`config.mk`:
```
export PLATFORM = sky130hd
export DESIGN_NAME = pcub_minsum
export DESIGN_NICKNAME = d
export VERILOG_FILES = /design/src/rtl/ldpc_pkg.sv /design/src/rtl/pcub_min2_tracker.sv /design/src/rtl/pcub_minsum.sv
export SDC_FILE = /design/constraint.sdc
export NUM_CORES = 1
export LEC_CHECK = 0
export CAP_MARGIN = 20
export CELL_PAD_IN_SITES_DETAIL_PLACEMENT = 0
export CELL_PAD_IN_SITES_GLOBAL_PLACEMENT = 2
export CORE_ASPECT_RATIO = 1.1
export CORE_MARGIN = 2
export CORE_UTILIZATION = 38
export DETAILED_ROUTE_END_ITERATION = 8
export GPL_TIMING_DRIVEN = 0
export PLACE_DENSITY = 0.77
export RECOVER_POWER = 50
export SLEW_MARGIN = 15
export SYNTH_ARGS = -nofsm -noshare
export SYNTH_HDL_FRONTEND = slang
export SYNTH_HIERARCHICAL = 1
export SYNTH_SLANG_ARGS = --single-unit
```
`constraint.sdc`:
```
create_clock -name clk -period 2.3 [get_ports clk]
set_input_delay 0.69 -clock clk [delete_from_list [all_inputs] [get_ports clk]]
set_output_delay 0.69 -clock clk [all_outputs]
set_load 0.02 [all_outputs]
```
`src/rtl/ldpc_pkg.sv`:
```
// Shared LDPC decoder definitions: default widths, check-unit FSM states and
// the saturating subtract used for offset min-sum correction.
package ldpc_pkg;

  localparam int unsigned WIDTH_LLR      = 5;
  localparam int unsigned MAX_BLOCK_SIZE = 8;
  localparam int unsigned WIDTH_BLOCK    = $clog2(MAX_BLOCK_SIZE);

  // One-hot check-unit states
  typedef enum logic [4:0] {
    StIdle    = 5'b00001,
    StCollect = 5'b00010,
    StResolve = 5'b00100,
    StEmit    = 5'b01000,
    StDone    = 5'b10000
  } pcub_state_e;

  // a - b clamped at zero
  function automatic logic [31:0] sat_sub(input logic [31:0] a, input logic [31:0] b);
    return (a > b) ? (a - b) : 32'd0;
  endfunction

endpackage

```
`src/rtl/pcub_min2_tracker.sv`:
```
// Running two-smallest magnitude tracker with index of the smallest and
// XOR parity of all accepted signs.
module pcub_min2_tracker #(
  parameter int unsigned WIDTH_LLR = 5,
  parameter int unsigned IDX_W     = 3
) (
  input  logic                 clk,
  input  logic                 rst,
  input  logic                 clear,
  input  logic                 update,
  input  logic [WIDTH_LLR-1:0] mag,
  input  logic                 sign,
  input  logic [IDX_W-1:0]     idx,
  output logic [WIDTH_LLR-1:0] min1,
  output logic [WIDTH_LLR-1:0] min2,
  output logic [IDX_W-1:0]     min1_idx,
  output logic                 parity
);

  // Strict compares keep the earliest index on ties and push the equal value into min2
  always_ff @(posedge clk) begin
    if (rst || clear) begin
      min1     <= '1;
      min2     <= '1;
      min1_idx <= '0;
      parity   <= 1'b0;
    end else if (update) begin
      parity <= parity ^ sign;
      if (mag < min1) begin
        min2     <= min1;
        min1     <= mag;
        min1_idx <= idx;
      end else if (mag < min2) begin
        min2 <= mag;
      end
    end
  end

endmodule

```
`src/rtl/pcub_minsum.sv`:
```
// Offset min-sum check-node unit: collects one check row of bit-to-check
// messages, then streams back check-to-bit messages in arrival order.
module pcub_minsum #(
  parameter int unsigned  WIDTH_LLR      = ldpc_pkg::WIDTH_LLR,
  parameter int unsigned  MAX_DEG        = 8,
  parameter int unsigned  MAX_BLOCK_SIZE = ldpc_pkg::MAX_BLOCK_SIZE,
  parameter int unsigned  OFFSET         = 0,
  localparam int unsigned WIDTH_BLOCK    = $clog2(MAX_BLOCK_SIZE),
  localparam int unsigned CNT_W          = $clog2(MAX_DEG + 1)
) (
  input  logic                   clk,
  input  logic                   rst,
  input  logic                   start,
  input  logic [CNT_W-1:0]       row_weight,
  input  logic                   in_valid,
  input  logic [WIDTH_LLR-1:0]   in_mag,
  input  logic                   in_sign,
  input  logic [WIDTH_BLOCK-1:0] in_col,
  output logic                   in_ready,
  output logic                   out_valid,
  input  logic                   out_ready,
  output logic [WIDTH_LLR-1:0]   out_mag,
  output logic                   out_sign,
  output logic [WIDTH_BLOCK-1:0] out_col,
  output logic                   done,
  output logic                   busy
);

  import ldpc_pkg::*;

  localparam int unsigned IDX_W = (MAX_DEG > 1) ? $clog2(MAX_DEG) : 1;

  pcub_state_e state_q;

  logic [CNT_W-1:0]       weight_q;
  logic [CNT_W-1:0]       cnt_q;
  logic [CNT_W-1:0]       ptr_q;
  logic [CNT_W-1:0]       weight_in;
  logic [WIDTH_LLR-1:0]   mag_buf  [MAX_DEG];
  logic                   sign_buf [MAX_DEG];
  logic [WIDTH_BLOCK-1:0] col_buf  [MAX_DEG];

  logic                   accept;
  logic                   last_beat;
  logic                   start_row;
  logic [WIDTH_LLR-1:0]   min1;
  logic [WIDTH_LLR-1:0]   min2;
  logic [IDX_W-1:0]       min1_idx;
  logic                   parity;
  logic [WIDTH_LLR-1:0]   m1;
  logic [WIDTH_LLR-1:0]   m2;

  logic [CNT_W-1:0]       ld_ptr;
  logic [IDX_W-1:0]       ld_idx;
  logic [WIDTH_LLR-1:0]   ld_mag;
  logic                   ld_sign;
  logic [WIDTH_BLOCK-1:0] ld_col;

  // in_ready is registered and only high in COLLECT, so it gates all stores
  assign accept    = in_valid && in_ready;
  assign last_beat = accept && ((cnt_q + CNT_W'(1)) == weight_q);
  assign start_row = start && (state_q == StIdle);

  assign m1 = WIDTH_LLR'(sat_sub(32'(min1), OFFSET));
  assign m2 = WIDTH_LLR'(sat_sub(32'(min2), OFFSET));

  // Clamp out-of-range row weights into 1..MAX_DEG
  always_comb begin
    weight_in = row_weight;
    if (row_weight == '0) begin
      weight_in = CNT_W'(1);
    end else if (row_weight > CNT_W'(MAX_DEG)) begin
      weight_in = CNT_W'(MAX_DEG);
    end
  end

  pcub_min2_tracker #(
    .WIDTH_LLR (WIDTH_LLR),
    .IDX_W     (IDX_W)
  ) u_tracker (
    .clk      (clk),
    .rst      (rst),
    .clear    (start_row),
    .update   (accept),
    .mag      (in_mag),
    .sign     (in_sign),
    .idx      (cnt_q[IDX_W-1:0]),
    .min1     (min1),
    .min2     (min2),
    .min1_idx (min1_idx),
    .parity   (parity)
  );

  // Entry store; contents are don't-care outside a row so no reset
  always_ff @(posedge clk) begin
    if (accept) begin
      mag_buf[cnt_q[IDX_W-1:0]]  <= in_mag;
      sign_buf[cnt_q[IDX_W-1:0]] <= in_sign;
      col_buf[cnt_q[IDX_W-1:0]]  <= in_col;
    end
  end

  // Next output entry: entry 0 when leaving RESOLVE, otherwise ptr+1
  always_comb begin
    ld_ptr  = (state_q == StResolve) ? '0 : (ptr_q + CNT_W'(1));
    ld_idx  = ld_ptr[IDX_W-1:0];
    ld_col  = col_buf[ld_idx];
    ld_sign = parity ^ sign_buf[ld_idx];
    if (weight_q == CNT_W'(1)) begin
      // A lone entry has no extrinsic information
      ld_mag  = '0;
      ld_sign = 1'b0;
    end else if (ld_idx == min1_idx) begin
      ld_mag = m2;
    end else begin
      ld_mag = m1;
    end
  end

  // Control FSM with registered handshake and data outputs
  always_ff @(posedge clk) begin
    if (rst) begin
      state_q   <= StIdle;
      weight_q  <= '0;
      cnt_q     <= '0;
      ptr_q     <= '0;
      in_ready  <= 1'b0;
      out_valid <= 1'b0;
      out_mag   <= '0;
      out_sign  <= 1'b0;
      out_col   <= '0;
      done      <= 1'b0;
      busy      <= 1'b0;
    end else begin
      done <= 1'b0;
      unique case (state_q)
        StIdle: begin
          if (start) begin
            state_q  <= StCollect;
            weight_q <= weight_in;
            cnt_q    <= '0;
            in_ready <= 1'b1;
            busy     <= 1'b1;
          end
        end
        StCollect: begin
          if (accept) begin
            cnt_q <= cnt_q + CNT_W'(1);
            if (last_beat) begin
              in_ready <= 1'b0;
              state_q  <= StResolve;
            end
          end
        end
        StResolve: begin
          ptr_q     <= '0;
          out_valid <= 1'b1;
          out_mag   <= ld_mag;
          out_sign  <= ld_sign;
          out_col   <= ld_col;
          state_q   <= StEmit;
        end
        StEmit: begin
          if (out_ready) begin
            if (ptr_q == (weight_q - CNT_W'(1))) begin
              out_valid <= 1'b0;
              done      <= 1'b1;
              state_q   <= StDone;
            end else begin
              ptr_q    <= ld_ptr;
              out_mag  <= ld_mag;
              out_sign <= ld_sign;
              out_col  <= ld_col;
            end
          end
        end
        StDone: begin
          busy    <= 1'b0;
          state_q <= StIdle;
        end
        default: begin
          state_q <= StIdle;
        end
      endcase
    end
  end

endmodule
```
==> results of run 1 <==
-- layout make-up --
type,count,share of cell area [%]
clock buffers,9,2.77
inverters,15,1.26
plain buffers,12,1.40
flip-flops and latches,76,41.2
clock inverters,7,1.20
repair buffers,34,7.56
multi-input cells,249,41.3
well taps,117,3.27
-- cells in the mapped netlist (all sizes together) (5+ instances only) --
cell     instances  area, µm²
a21oi           22        110
a221oi           7       61.3
a31oi            7       58.8
buf              5       36.3
clkbuf           8       30.0
dfxtp           44        881
edfxtp          32        961
ha              12        150
inv             15       56.3
mux2i           15        150
nand2           21       78.8
nand2b           8       57.6
nand3            5       25.0
nor2            34        130
nor3            28        150
o211ai           6       45.0
o21ai           21        120
o2bb2ai          6       52.6
xnor2           11       96.3
xor2             7       68.8
-- state kept, by name, indices dropped and copies added, names as in the netlist --
signal / count
done: 1
u_tracker/min1: 5
out_mag: 5
busy: 1
col_buf: 24
weight_q: 4
out_sign: 1
cnt_q: 4
state_q: 5
u_tracker/min2: 5
out_valid: 1
u_tracker/min1_idx: 3
ptr_q: 4
out_col: 3
sign_buf: 8
in_ready: 1
u_tracker/parity: 1
-- worst min path at each step --
stage                                     to  slack [ns]  cells past startpoint
global placement     out_col[2]$_SDFFE_PP0P_        0.44                      2
detailed placement   out_mag[2]$_SDFFE_PP0P_        0.45                      1
floorplan           weight_q[3]$_SDFFE_PP0P_        0.48                      2
global route         out_mag[1]$_SDFFE_PP0P_        0.48                      1
finish               out_col[0]$_SDFFE_PP0P_        0.46                      2
CTS                  out_col[2]$_SDFFE_PP0P_        0.46                      2
-- worst max-delay path: stages --
cell	delay, ns
clkdlybuf4s50_1	0.50
ha_1	0.33
and2_1	0.28
a21boi_4	0.14
buf_4	0.17
nor3_1	0.20
o21ai_1	0.10
-- logic make-up (layout without fill, tap and decap cells) --
group	Yosys count	in the layout	synth area share, %
and+or+nand+nor	111	111	14.9
muxes	18	18	5.88
DFF	76	76	49.7
adders and majority gates	12	12	4.05
buffers and inverters	28	77	3.31
AOI/OAI and AO/OA	89	89	17.0
xor gates and xnor gates	19	19	5.10
-- repair_timing --
item                                    in CTS  in global routing
resized for setup                            7                 17
pin swaps                                    1                  1
endpoints found under the setup margin      19                 27
buffers inserted                             2                  2
-- where the power goes --
group / total [mW] / internal, mW / switching [mW]
Sequential: 1.44 / 1.42 / 0.0217
Clock: 0.946 / 0.403 / 0.543
Combinational: 0.254 / 0.107 / 0.147
Total: 2.64 / 1.93 / 0.712
-- per-layer routing --
metal / wire length (µm) / vias up / global-route usage, %
li1: - / 1397 / -
met4: 76 / 0 / 4.79
met3: 252 / 5 / 3.44
met5: 0 / - / 0
met1: 4300 / 1335 / 24.6
met2: 4110 / 44 / 26.9
==> results.md, run 1 <==
* Max Fclk at 0.451 GHz
* IO Pins at 31
* Final count of negative-setup-slack endpoints at 0
* IR drop worst, VDD at 319 µV
* Die Area at 10600 µm²
* Die X at 98.1 µm
* CTS tree: built
* Die Height at 108 µm
* Prevailing post-synth register cell: dfxtp_1
* Lkg Pwr at 1.61 nW
* H-tree levels at 3
* Placer congestion estimate at 0.800
* Skew final at 0.0120 ns
* CP Class: primary input to flip-flop
* Hold_sp: out_col[0]$_SDFFE_PP0P_
* Vias post-DR at 2781
* Syn_nets at 383
* Seq/Total Area, Yosys at 49.7%
* Layout net count at 427
* Largest net degree at the start of global routing at 16
* Initial DRC Count at 144
* Max-slew headroom at 40.2%
* Max Cap Viol at 0
* #FFs+latches synth at 76
* Share of cells above drive strength 1 at 13.9%
* Placeable Area at 9440 µm²
* Initial DRT Pass Iterations at 4
* Crit path DAT at 2.42 ns
* Mapped Area at 3700 µm²
* Final Cycle Share at 96.4%
* CTS Sinks at 76
* Worst skew pair latency at 0.35 ns
* Grt total ovfl at 0
* Area grow syn2layout at 20.7%
* Reg2reg end: out_mag[3]$_SDFFE_PP0P_
* Total GRT Usage at 17.3%
* Register Area at 1840 µm²
* Post-Layout Cell Count at 519
* Tot Pwr at 2.64 mW
* Worst setup path endpoint: u_tracker/min2[1]$_SDFFE_PP1P_
* Hold-fix buffers, CTS at 0
* Count of final hold-check violations at 0
* Diode count at 0
* CP Data Required Time at 2.50 ns
* Final wirelength at 8.74 mm
* TritonCTS Buffers at 9
* Most common cell after layout, fill and taps aside: dfxtp_1
* Area after DPL at 4150 µm²
* Synthesis Warnings at 6
* Gate Count Post-Synth at 353
* Number of global-route vias before repair at 2703
* Row count at 37
* Post-route ant nets at 0
* # fillers at 914
* Pre-CTS setup slack at -0.532 ns
* Crit. Startpoint: in_mag[3]
* Max Buffers Root-to-Sink at 2
* Tmin final at 2.22 ns
* Register-to-Register Path Depth at 7
* DRC viols at 0
* Pwr dens at 591 nW/µm²
* Clock root cell: clkbuf_8
* Commonest non-fill, non-tap cells in the layout: dfxtp_1, nor2_1, edfxtp_1
* Crit path launch type: primary input
* Global-route wire length before repair at 14.3 mm
* Avg WL per Cell at 16.8 µm
* Outcome: finished clean
* Initial antenna violation count at 0
* Number of synthesized flops with an enable pin at 32
* Crit Path Max Fanout at 6
* Asr flop ratio synth at 0%
* IO buf count at 30
* RR Startpoint: ptr_q[1]$_SDFFE_PP0P_
* Crit end category: flip-flop
* Final worst slack at 0.0832 ns
* Hold Slack at 0.457 ns
* Dpl cells at 500
* Avg Cell Area, Syn at 10.5 µm²
* Final core occ at 47.3%
* Post-detail-place hpwl at 6.41 mm
* Min-delay worst type: flip-flop to flip-flop
* Multi-input gate area at 1850 µm²
* Worst-path clk slew at 0.09 ns
* Flop2flop setup slack at 0.17 ns
* Initial core utilization at 39.2%
* Worst-margin pin slew at 0.888 ns
* Vias/cell at 5.36
* Total negative setup slack at 0 ns
* Final Max Tran Viols at 0
* Count of different cell masters after synthesis at 58
* Design area at 4470 µm²
(Power assumes the default switching activity.)
==> run 2, diff against run 1 <==
--- a/config.mk
+++ b/config.mk
@@ -5,17 +5,18 @@
 export SDC_FILE = /design/constraint.sdc
 export NUM_CORES = 1
 export LEC_CHECK = 0
+export ABC_AREA = 1
 export CAP_MARGIN = 20
 export CELL_PAD_IN_SITES_DETAIL_PLACEMENT = 0
 export CELL_PAD_IN_SITES_GLOBAL_PLACEMENT = 2
 export CORE_ASPECT_RATIO = 1.1
 export CORE_MARGIN = 2
-export CORE_UTILIZATION = 38
+export CORE_UTILIZATION = 36
 export DETAILED_ROUTE_END_ITERATION = 8
 export GPL_TIMING_DRIVEN = 0
-export PLACE_DENSITY = 0.77
+export PLACE_DENSITY = 0.78
 export RECOVER_POWER = 50
-export SLEW_MARGIN = 15
+export SLEW_MARGIN = 20
 export SYNTH_ARGS = -nofsm -noshare
 export SYNTH_HDL_FRONTEND = slang
 export SYNTH_HIERARCHICAL = 1
==> results.md, run 2 <==
* CTS Sinks at 76 (unchanged)
* Syn_nets at 485 (+27%)
* Reg2reg end: out_mag[2]$_SDFFE_PP0P_
* Most common cell after layout, fill and taps aside: nand2_1
* Gate Count Post-Synth at 455 (+29%)
* Max FFs per register at 24 (unchanged)
* Crit end category: flip-flop
* Clock root cell: clkbuf_16
* Max-slew headroom at 59.6% (+19 points)
* Total GRT Usage at 17.3% (about the same)
* IR drop worst, VDD at 319 µV (about the same)
* Count of different cell masters after synthesis at 42 (-28%)
* Max Cap Viol at 0 (unchanged)
* Max Buffers Root-to-Sink at 2 (unchanged)
* Initial DRC Count at 148 (+2.8%)
* Pre-CTS setup slack at -0.433 ns (+0.0992 ns)
* Grt total ovfl at 0 (unchanged)
* Final wirelength at 9.24 mm (+5.8%)
* Post-detail-place hpwl at 6.78 mm (+5.7%)
* Area grow syn2layout at 19.2%
* Post-synth top area share at 24.8% (-1.2 points)
* Skew final at 0.00617 ns (-0.00580 ns)
* Cell taking the most area after synthesis: edfxtp_1
* Register-to-Register Path Depth at 9 (+2)
* Count of final hold-check violations at 0 (unchanged)
* Synthesis Warnings at 6 (unchanged)
* Initial antenna violation count at 0 (unchanged)
* H-tree levels at 3 (unchanged)
* Pwr dens at 671 nW/µm² (+13%)
* Worst Hold Depth at 2 (unchanged)
* Initial DRT Pass Iterations at 5 (+1)
* Final Max Tran Viols at 0 (unchanged)
* Min-delay worst type: flip-flop to flip-flop
* Setup Buffers After CTS at 0 (-2)
* Post-route ant nets at 0 (unchanged)
* Commonest non-fill, non-tap cells in the layout: nand2_1, inv_1, nand3_1, dfxtp_1, edfxtp_1
* CP Data Required Time at 2.51 ns (about the same)
* CP Class: primary input to flip-flop
* Number of synthesized flops with an enable pin at 32 (unchanged)
* Initial core utilization at 37.1% (-2.1 points)
* Largest net degree at the start of global routing at 13 (-3)
* Hold_sp: out_sign$_SDFFE_PP0P_
* IO Pins at 31 (unchanged)
* Crit path DAT at 2.42 ns (about the same)
* RR Startpoint: weight_q[0]$_SDFFE_PP0P_
* Count leader, synth: nand2_1
* Commonest cells post-synth: nand2_1, inv_1, dfxtp_1, nand3_1, edfxtp_1
* Lkg Pwr at 1.98 nW (+23%)
* #FFs+latches synth at 76 (unchanged)
* Worst skew pair latency at 0.34 ns (about the same)
* Asr flop ratio synth at 0% (unchanged)
* Row count at 39 (+5.4%)
* Slowest Stage Delay on Critical Path at 0.57 ns (+0.07 ns)
* Diode count at 0 (unchanged)
* Worst-path clk slew at 0.06 ns (-0.03 ns)
* CP cell instances: clkdlybuf4s50_1 > ha_1 > a21oi_4 > nand4_4 > buf_6 > nand3_1 > nand3_1
* Max Fclk at 0.453 GHz (+0.36%)
* Layout net count at 526 (+23%)
* IO buf count at 30 (unchanged)
* Hold Slack at 0.458 ns (+0.0000530 ns)
* Worst-margin pin slew at 0.605 ns (-0.283 ns)
* DRC viols at 0 (unchanged)
* CP most frequent cell: nand3_1
* Seq/Total Area, Yosys at 47.5% (-2.2 points)
* Total negative setup slack at 0 ns (unchanged)
* Mapped Area at 3880 µm² (+4.7%)
* Die Area at 11600 µm² (+10%)
* Number of global-route vias before repair at 3013 (+11%)
* Flop2flop setup slack at 0.27 ns (+0.10 ns)
* Hold-fix buffers, CTS at 0 (unchanged)
* Share of cells above drive strength 1 at 11.0% (-3.0 points)
* Final worst slack at 0.0912 ns (+0.00804 ns)
* Placeable Area at 10400 µm² (+11%)
* TritonCTS Buffers at 9 (unchanged)
* Vias/cell at 4.74 (-11%)
* Die Height at 113 µm (+4.9%)
* Prevailing post-synth register cell: dfxtp_1
* Crit Path Max Fanout at 10 (+4)
* Crit path launch type: primary input
* Global-route wire length before repair at 15.2 mm (+5.9%)
* Avg Cell Area, Syn at 8.52 µm² (-19%)
* Ranking of synthesized cells by area: edfxtp_1, dfxtp_1, nand2_1, nand3_1, inv_1
* Final Cycle Share at 96.0% (-0.35 points)
* Critical path's slowest cell: clkdlybuf4s50_1
* Die X at 103 µm (+4.9%)
* Final count of negative-setup-slack endpoints at 0 (unchanged)
* Avg WL per Cell at 14.3 µm (-15%)
* Placer congestion estimate at 0.796 (-0.43%)
* Tmin final at 2.21 ns (-0.00804 ns)
* Hold Path End: out_sign$_SDFFE_PP0P_
* CTS tree: built
* Vias post-DR at 3055 (+9.9%)
* Outcome: finished clean
* RSZ-0062 raised after global routing: no
* # fillers at 1091 (+19%)
[run 2: changes by cell type after synthesis, moves of 6 or more]
cell | previous run | this run
o2bb2ai_1 | 6 | 0
nand2b_1 | 7 | 0
xnor2_1 | 11 | 3
a221oi_1 | 7 | 0
nand2_1 | 21 | 121
nor3_1 | 26 | 2
inv_1 | 15 | 55
nand3_1 | 5 | 44
o211ai_1 | 6 | 13
o21ai_1 | 10 | 0
inv_2 | 0 | 6
nand4_1 | 1 | 14
mux2i_1 | 15 | 0
[run 2: repair_timing]
item,in CTS,in global routing
gates resized for setup,1,4
pin swaps,0,0
setup endpoints to repair,4,18
[run 2: critical path, delay by kind of cell]
family                   cells  cell delay [ns]
buffers and inverters        2             0.79
AND/OR/NAND/NOR              3             0.36
adder cells (fa/ha/maj)      1             0.31
AO/OA/AOI/OAI                1             0.27
[run 2: per-stage QoR]
step / area [µm²] / power (mW) / std cells / util [%]
after CTS: 4620 / 3.13 / 644 / 44.3
final: 4620 / 3.10 / 644 / 44.3
after global routing: 4620 / 3.24 / 644 / 44.3
after global placement: 4360 / 1.86 / 628 / 41.7
after detailed placement: 4360 / 1.86 / 628 / 41.7
after floorplan: 3880 / 1.74 / 455 / -
[run 2: worst max-delay path by stage]
stage               from                             end  cells after the start
2_1_floorplan  in_mag[4]  u_tracker/min2[2]$_SDFFE_PP1P_                      8
3_3_place_gp    in_valid         col_buf[6][0]$_DFFE_PP_                      5
3_5_place_dp    in_valid         col_buf[6][1]$_DFFE_PP_                      5
4_1_cts         in_valid         col_buf[2][2]$_DFFE_PP_                      5
5_1_grt        in_mag[4]  u_tracker/min2[4]$_SDFFE_PP1P_                      9
6_report       in_mag[4]  u_tracker/min2[3]$_SDFFE_PP1P_                      7
[run 2: logic make-up after synthesis]
| group | count (synthesis) | share of synthesized area, % |
|---|---|---|
| buffers and inverters | 70 | 7.42 |
| flip-flops | 76 | 47.5 |
| AO/OA/AOI/OAI | 49 | 8.36 |
| AND/OR/NAND/NOR | 239 | 29.9 |
| XOR/XNOR | 9 | 2.90 |
| adder cells (fa/ha/maj) | 12 | 3.87 |
[run 2: cell type report]
class                   count  area [µm²]  area share [%]
flip-flops and latches     76        1840            39.8
multi-input cells         309        1750            37.9
repair buffers             30         300            6.50
clock buffers              11         233            5.04
inverters                  61         229            4.95
well taps                 143         179            3.87
plain buffers               9        60.1            1.30
clock inverters             5        28.8           0.623
[run 2: power by group]
group	internal, mW	leakage [nW]	total, mW	switching [mW]
logic	0.133	1.21	0.347	0.214
clock network	0.723	0.123	1.27	0.545
registers	1.44	0.646	1.48	0.0390
total	2.30	1.98	3.10	0.798
[run 2: per-layer routing]
metal | vias up | track usage, % | routed length [µm]
li1 | 1608 | - | -
met1 | 1396 | 25.0 | 4810
met2 | 45 | 26.1 | 4110
met3 | 6 | 2.78 | 226
met4 | 0 | 6.05 | 97
met5 | - | 0 | 0
==> run 3, diff against run 2 <==
--- a/config.mk
+++ b/config.mk
@@ -5,16 +5,15 @@
 export SDC_FILE = /design/constraint.sdc
 export NUM_CORES = 1
 export LEC_CHECK = 0
-export ABC_AREA = 1
 export CAP_MARGIN = 20
 export CELL_PAD_IN_SITES_DETAIL_PLACEMENT = 0
 export CELL_PAD_IN_SITES_GLOBAL_PLACEMENT = 2
 export CORE_ASPECT_RATIO = 1.1
 export CORE_MARGIN = 2
-export CORE_UTILIZATION = 36
+export CORE_UTILIZATION = 38
 export DETAILED_ROUTE_END_ITERATION = 8
 export GPL_TIMING_DRIVEN = 0
-export PLACE_DENSITY = 0.78
+export PLACE_DENSITY = 0.77
 export RECOVER_POWER = 50
 export SLEW_MARGIN = 20
 export SYNTH_ARGS = -nofsm -noshare
==> results of run 3 <==
Final layout, timing and power as in run 1 (identical DEF).
